**config.mk**
```make
export PLATFORM = sky130hd
export DESIGN_NAME = rh_gpv_change_capture
export DESIGN_NICKNAME = d
export VERILOG_FILES = /design/src/rtl/rh_gpv_change_capture.sv
export SDC_FILE = /design/constraint.sdc
export NUM_CORES = 1
export LEC_CHECK = 0
export BUFFER_PORTS_ARGS = -buffer_cell sky130_fd_sc_hd__buf_2
export CAP_MARGIN = 10
export CORE_ASPECT_RATIO = 1.1
export CORE_UTILIZATION = 55
export CTS_BUF_LIST = sky130_fd_sc_hd__clkbuf_4 sky130_fd_sc_hd__clkbuf_8
export DETAILED_ROUTE_END_ITERATION = 7
export MAX_ROUTING_LAYER = met4
export PLACE_DENSITY = 0.76
export SETUP_SLACK_MARGIN = 0.15
export SKIP_CTS_REPAIR_TIMING = 1
export SYNTH_ARGS = -nofsm -noshare
export SYNTH_HDL_FRONTEND = slang
export SYNTH_SLANG_ARGS = --single-unit
```
**constraint.sdc**
```tcl
create_clock -name clock -period 8 [get_ports clock]
set_clock_uncertainty 0.1 [all_clocks]
set_input_delay 1.6 -clock clock [delete_from_list [all_inputs] [get_ports clock]]
set_output_delay 1.6 -clock clock [all_outputs]
set_load 0.03 [all_outputs]
```
**src/rtl/rh_gpv_change_capture.sv**
```systemverilog
// rh_gpv_change_capture: turns masked changes on vector_in into timestamped events buffered in a valid/ready FIFO
//   clock, reset (sync, active-low), enable
//   vector_in, mask          : sampled vector and per-bit change-detect mask
//   evt_valid/evt_ready      : head-entry handshake
//   evt_vector/delta/lost    : head entry (full vector, cycles since last event, preceding-drop flag)
//   level, drop_count        : FIFO occupancy and saturating dropped-event count
module rh_gpv_change_capture #(
  parameter int VECTOR_WIDTH = 32,
  parameter int TS_WIDTH     = 16,
  parameter int DEPTH        = 8
) (
  input  logic                      clock,
  input  logic                      reset,
  input  logic                      enable,
  input  logic [VECTOR_WIDTH-1:0]   vector_in,
  input  logic [VECTOR_WIDTH-1:0]   mask,
  output logic                      evt_valid,
  input  logic                      evt_ready,
  output logic [VECTOR_WIDTH-1:0]   evt_vector,
  output logic [TS_WIDTH-1:0]       evt_delta,
  output logic                      evt_lost,
  output logic [$clog2(DEPTH):0]    level,
  output logic [7:0]                drop_count
);
  localparam int AW = $clog2(DEPTH);
  localparam int LW = AW + 1;
  localparam int EW = VECTOR_WIDTH + TS_WIDTH + 1;
  typedef enum logic [1:0] {IDLE, BASELINE, ARMED} state_t;
  state_t state;
  logic [VECTOR_WIDTH-1:0] prev;
  logic base_ok;
  logic [TS_WIDTH-1:0] cnt;
  logic lost_pend;
  logic [EW-1:0] mem [DEPTH];
  logic [AW-1:0] wr_ptr, rd_ptr, rd_next;
  logic [EW-1:0] entry;
  logic [LW-1:0] level_next;
  logic chg, pop, full, push, drop, load_new, load_next;
  always_comb begin
    state = !enable ? IDLE : base_ok ? ARMED : BASELINE;
    chg = (state == ARMED) && |((vector_in ^ prev) & mask);
    pop = evt_valid && evt_ready;
    full = level == LW'(DEPTH);
    push = chg && (!full || pop);
    drop = chg && full && !pop;
    entry = {vector_in, cnt, lost_pend};
    rd_next = rd_ptr + AW'(1);
    level_next = level + LW'(push) - LW'(pop);
    // the head registers take the new entry when it becomes the head, else the next stored one
    load_new = push && (level == '0 || (level == LW'(1) && pop));
    load_next = pop && level > LW'(1);
  end
  always_ff @(posedge clock) begin
    if (!reset) begin
      prev <= '0;
      base_ok <= 1'b0;
      cnt <= '0;
      lost_pend <= 1'b0;
      wr_ptr <= '0;
      rd_ptr <= '0;
      level <= '0;
      evt_valid <= 1'b0;
      evt_vector <= '0;
      evt_delta <= '0;
      evt_lost <= 1'b0;
      drop_count <= '0;
    end else begin
      base_ok <= enable;
      if (state != IDLE) prev <= vector_in;
      if (state == BASELINE || chg) cnt <= TS_WIDTH'(1);
      else if (state == ARMED && !(&cnt)) cnt <= cnt + TS_WIDTH'(1);
      if (push) lost_pend <= 1'b0;
      else if (drop) lost_pend <= 1'b1;
      if (drop && !(&drop_count)) drop_count <= drop_count + 8'd1;
      if (push) wr_ptr <= wr_ptr + AW'(1);
      if (pop) rd_ptr <= rd_next;
      level <= level_next;
      evt_valid <= level_next != '0;
      if (load_new) {evt_vector, evt_delta, evt_lost} <= entry;
      else if (load_next) {evt_vector, evt_delta, evt_lost} <= mem[rd_next];
    end
  end
  always_ff @(posedge clock) begin
    if (push) mem[wr_ptr] <= entry;
  end
endmodule

```
# Word-level counts from Yosys, hierarchy flattened
# Memories as Yosys holds them, arrays and structs flattened.
# Cells that the tools add are included.
classes:
  add_sub_neg: 6
  order_cmp: 1
  n_eq_ne: 4
  muxes: 12
  n_bitwise: 3
  n_reduce_logical: 27
ops:
  columns: ["op", "count"]
  rows:
  - ["32-bit 2-to-1 mux", 2]
  - ["32-bit AND", 1]
  - ["16-bit 2-to-1 mux", 2]
  - ["32-bit OR reduction", 1]
  - ["32-bit XOR", 1]
  - ["16-bit by 1-bit adder with 16-bit output, second input constant", 1]
  - ["16-bit AND reduction", 1]
  - ["1-bit logical AND", 10]
  - ["8-bit by 1-bit adder with 8-bit output, second input constant", 1]
  - ["8-bit AND reduction", 1]
  - ["3-bit by 1-bit adder with 3-bit output, second input constant", 2]
  - ["1-bit 2-to-1 mux", 6]
  - ["2-bit nonzero test", 3]
  - ["4-bit by 1-bit adder with 4-bit output", 1]
  - ["4-bit by 1-bit == test with 1-bit output, second input constant", 1]
  - ["4-bit == test, second input constant", 1]
  - ["4-bit by 1-bit greater-than comparator with 1-bit output, second input constant", 1]
  - ["1-bit logical NOT", 4]
  - ["4-bit logical NOT", 1]
  - ["2-bit 2-to-1 mux", 2]
  - ["4-bit nonzero test", 1]
  - ["2-bit OR reduction", 2]
  - ["4-bit by 1-bit subtractor with 4-bit output", 1]
  - ["1-bit logical OR", 3]
  - ["3 further kinds", 3]
totals:
  ff_bits: 118
  mem_bits_rw: 392
  inputBits: 68
  out_inout_bits: 62
  mem_count: 1
memory_table:
  columns: ["memory", "depth", "word_bits", "read_ports", "rd_clocked_by_memory_dff", "wr", "line_no", "source"]
  rows:
  - ["mem", 8, 49, 1, 0, 1, "34", "logic [EW-1:0] mem [DEPTH];"]

# Longest topological paths before layout
logic_depth:
  ltp_word: 8
  mapped_depth: 13
  mapped_depth_nobuf: 12

# Worst setup path before layout
# OpenSTA, ideal clock, no wires.
synth_timing:
  path_kind: "input -> register"
  start: "input port vector_in[29]"
  end: "memory mem[2][0] (netlist bit) (enable)"
  arrival_time_ns: 7.214
  t_required_ns: 7.322
  setup_slack_ns: 0.109
  stages: 6
  path_buffers: 0
  path_cell_list: "xor2_1 a22oi_1 nand4_1 nor4_4 nor3_2 nor4bb_1"
synth_between:
  elab_chain_cells: 7
synth_rtl:
  columns: ["item", "line_no", "source"]
  rows:
  - ["start: declaration", "15", "input logic [VECTOR_WIDTH-1:0] vector_in,"]
  - ["32-bit XOR", "41", "chg = (state == ARMED) && |((vector_in ^ prev) & mask);"]
  - ["32-bit AND", "41", null]
  - ["32-bit OR reduction", "41", null]
  - ["1-bit logical AND", "41", null]
  - ["1-bit logical AND", "44", "push = chg && (!full || pop);"]
  - ["1-bit 2-to-1 mux", "84", "if (push) mem[wr_ptr] <= entry;"]
  - ["1-bit 2-to-1 mux (implied by the code)", "84", null]
  - ["end: declaration", "34", null]
# No other way between the ends.

# Worst setup path in the final report
layout_timing:
  start: "input port vector_in[31]"
  end: "memory mem[6][28] (netlist bit) (enable)"
# The elaborated chain is that of the path after synthesis.

==> metrics.md <==
| Metric | Value |
|---|---|
| Bufs on Longest Clock Path | `3` |
| Later-pin clock latency in the skew report | `600 ps` |
| Post-synth cell types | `48` |
| Post-Synth Simple-Gate Area | `0.05660` |
| Power per cell area | `287.7 mW/mm^2` |
| Root Driver | `clkbuf_8` |
| Post-Synth Adder-Cell Area | `0.006500` |
| # clock sinks | `510` |
| Gate Count Post-Synth | `1214` |
| Reg clk slew, reported paths | `50 ps` |
| Hold Path End | `drop_count[6]` |
| Post-synthesis xor/xnor area fraction | `0.02189` |
| Minimum clock period | `4671 ps` |
| Fill cells | `2645` |
| Fmax achieved | `0.2141 GHz` |
| Reg2Reg Setup Slack | `4200 ps` |
| Worst path arrival time | `4800 ps` |
| Dominant synthesized flop cell | `edfxtp_1` |
| Dpl cell area | `0.02157 mm^2` |
| Final core occ | `0.6386` |
| Post-synthesis mux area share | `0.1768` |
| WP data required | `8130 ps` |
| Total grt overflow | `0` |
| Row count | `73` |
| Chip width | `185.6 um` |
| Reg2Reg Depth | `8` |
| CP startpoint kind | `input pin` |
| Final #Nets | `1448` |
| Design area | `0.02321 mm^2` |
| Worst r2r src | `prev[31]` |
| Slew Viols, Final | `0` |
| Area delta synth->final | `13.77%` |
| Final wirelength | `43030 um` |
| RSZ-0062 raised after global routing | `no` |
| Post-route ant nets | `0` |
| Slew headroom | `0.2561` |
| Vias in the first global route | `11430` |
| Total number of vias | `11250` |
| Largest net degree at the start of global routing | `74` |
| Synthesis-stage register bit count | `510` |
| DR iter-0 viols | `910` |
| VDD IR max | `0.2029 mV` |
| Die area | `0.03787 mm^2` |
| Mapped cell area | `0.02040 mm^2` |
| Outcome | `finished, final reports clean` |
| Total CTS buffers | `78` |
| Port-buffer cells | `129` |
| Setup violations, final | `0` |
| Ports | `130` |
| Global-route wire length before repair | `65540 um` |
| Syn avg cell area | `16.81 um^2` |
| Compound-cell area share of the yosys netlist | `0.02999` |
| Routed WL per cell | `22.32 um` |
| Ys Warns | `0` |
| H-tree depth | `3` |
| Asr flop ratio synth | `0` |
| WS Path Type | `input pin to flop` |
| Period Utilization, post-route | `0.5839` |
| Setup TNS Final | `0 ps` |
| Syn Nets | `1292` |
| Initial core utilization | `0.5613` |
| GPL Wtd Cong | `0.7869` |
| Worst hold path stage count | `2` |
| Post-synth EDFFs | `392` |
| Min Hold Slack | `376.0 ps` |
| CTS tree | `done` |
| GRT Resource Usage Total | `0.2416` |
| Worst-margin pin slew | `1116 ps` |
| CP endpoint kind | `flop` |
| Drt drc | `0` |
| Core Box Area | `0.03635 mm^2` |
| RR Endpoint | `mem[6][28]` |
| Final hold viol count | `0` |
| Largest family of logic cells by synthesized area | `multiplexers` |
| Max-Cap Viols | `0` |
| Part of the Yosys area used for sequential elements | `0.6927` |
| Drt first pass iters | `5` |
| Initial antenna violation count | `7` |
| Pleak | `7.815 nW` |
| Post-DP HPWL | `23380 um` |
| Routed vias/inst | `5.834` |
| Die height | `204.0 um` |
| Crit Path Max Fanout | `27` |
| Share of cells above drive strength 1 | `0.2796` |
| Hold path start | `drop_count[6]` |
| Tightest Hold Check Type | `flop to flop` |
==> cells in the mapped netlist, types with 2 or more instances <==
master      n  area (um^2)
mux4_2     98         2207
edfxtp_1  392        11770
a22oi_1    16        120.1
o21ai_0     3        15.01
inv_1       8        30.03
nor4b_1     2        17.52
clkbuf_1   39        146.4
nand4_1     6        37.54
nor2_1     44        165.2
buf_1       7        26.28
nor4_1      3        18.77
and2_1      4        25.02
and3_1      7        43.79
o211ai_1   49        367.9
and4_1      3        26.28
mux2i_1   140         1401
xor2_1     36        315.3
or4_1       4        30.03
nand2_1   118        442.9
dfxtp_1   118         2362
xnor2_1    15        131.4
o31ai_1     2        15.01
ha_1        9        112.6
nand3_1    14        70.07
a21oi_1    11        55.05
buf_2      19        95.09
and4b_1     4        40.04
nor3b_1     5        37.54
nor3_1     15        75.07
nand2b_1    5        31.28
==> state kept, by name, indices dropped and copies added, names as in the netlist <==
name        cells
lost_pend       1
mem           392
base_ok         1
prev           32
evt_lost        1
wr_ptr          3
cnt            16
evt_vector     32
rd_ptr          3
drop_count      8
evt_valid       1
evt_delta      16
level           4
==> cells by family (layout without fill, tap and decap cells) <==
group,count (synthesis),after routing
xor+xnor,51,51
other cells,0,7
simple gates,244,244
fa+ha+maj,10,10
compound gates,86,86
flops,510,510
buf+inv,75,295
mux,238,238
==> power breakdown <==
group | switching, mW | internal (mW)
Combinational | 0.798 | 0.600
Sequential | 0.113 | 2.97
Clock | 0.959 | 1.23
==> area by class of cell <==
cell class,instances,area (um^2),share of cell area
inverter,8,30.03,0.001294
timing repair buffer,143,753.2,0.03245
antenna,7,17.52,0.0007546
multi-input combinational,629,6045,0.2604
clock inverter,14,102.6,0.004420
clock buffer,130,1520,0.06548
tap,487,609.3,0.02625
sequential,510,14140,0.6090
==> how the worst max path moves through the flow <==
stage                        from         end  slack [ps]  depth (start not counted)
floorplan           vector_in[29]   mem[2][0]        2020                          6
CTS                 vector_in[31]  mem[6][26]        3320                          9
detailed placement  vector_in[31]  mem[6][16]        2700                          9
global route        vector_in[31]  mem[6][48]        3190                          9
finish              vector_in[31]  mem[6][28]        3330                          9
global placement    vector_in[31]  mem[6][14]        2850                          9
==> layer usage <==
layer  GRT usage  wire [um]
met1      0.3133      17660
met2      0.3913      21750
met3     0.05096       3057
met4     0.06089        559
met5           -          0
==> per-stage QoR <==
stage          power (mW)  setup slack, ps  instances
6_report            6.678             3329       1928
3_3_place_gp        4.533             2848       1777
3_5_place_dp        4.551             2699       1777
4_1_cts             6.730             3315       1921
2_1_floorplan       4.164             2018       1214
5_1_grt             6.955             3194       1928
==> cell usage in the layout (no fill, tap or decap), types with 3 or more instances in the layout <==
cell / Yosys / final
and3_1: 7 / 5
buf_4: 1 / 15
edfxtp_1: 392 / 392
nand2b_1: 5 / 5
nor3_1: 15 / 15
dfxtp_1: 118 / 117
mux4_2: 98 / 98
a22oi_1: 16 / 16
clkbuf_8: 0 / 87
and2_1: 4 / 4
o211ai_1: 49 / 49
nand4_1: 6 / 6
inv_6: 0 / 3
mux2i_1: 140 / 140
a21oi_1: 11 / 10
nand2_1: 118 / 118
nand3_1: 14 / 14
o21ai_0: 3 / 3
xor2_1: 36 / 35
ha_1: 9 / 8
or4_1: 4 / 4
clkinv_1: 0 / 3
clkbuf_4: 0 / 43
clkinv_2: 0 / 7
inv_1: 8 / 7
xnor2_1: 15 / 15
buf_2: 19 / 128
nor3b_1: 5 / 5
diode_2: 0 / 7
nor4_1: 3 / 3
nor2_1: 44 / 43
==> critical path: stages <==
cell     delay [ps]
buf_2           190
xor2_1          430
a22oi_1         160
nand4_1         170
nor4_4           80
buf_4           200
nor3_2          520
and4b_2         900
buf_4           510
(Power assumes the default switching activity.)
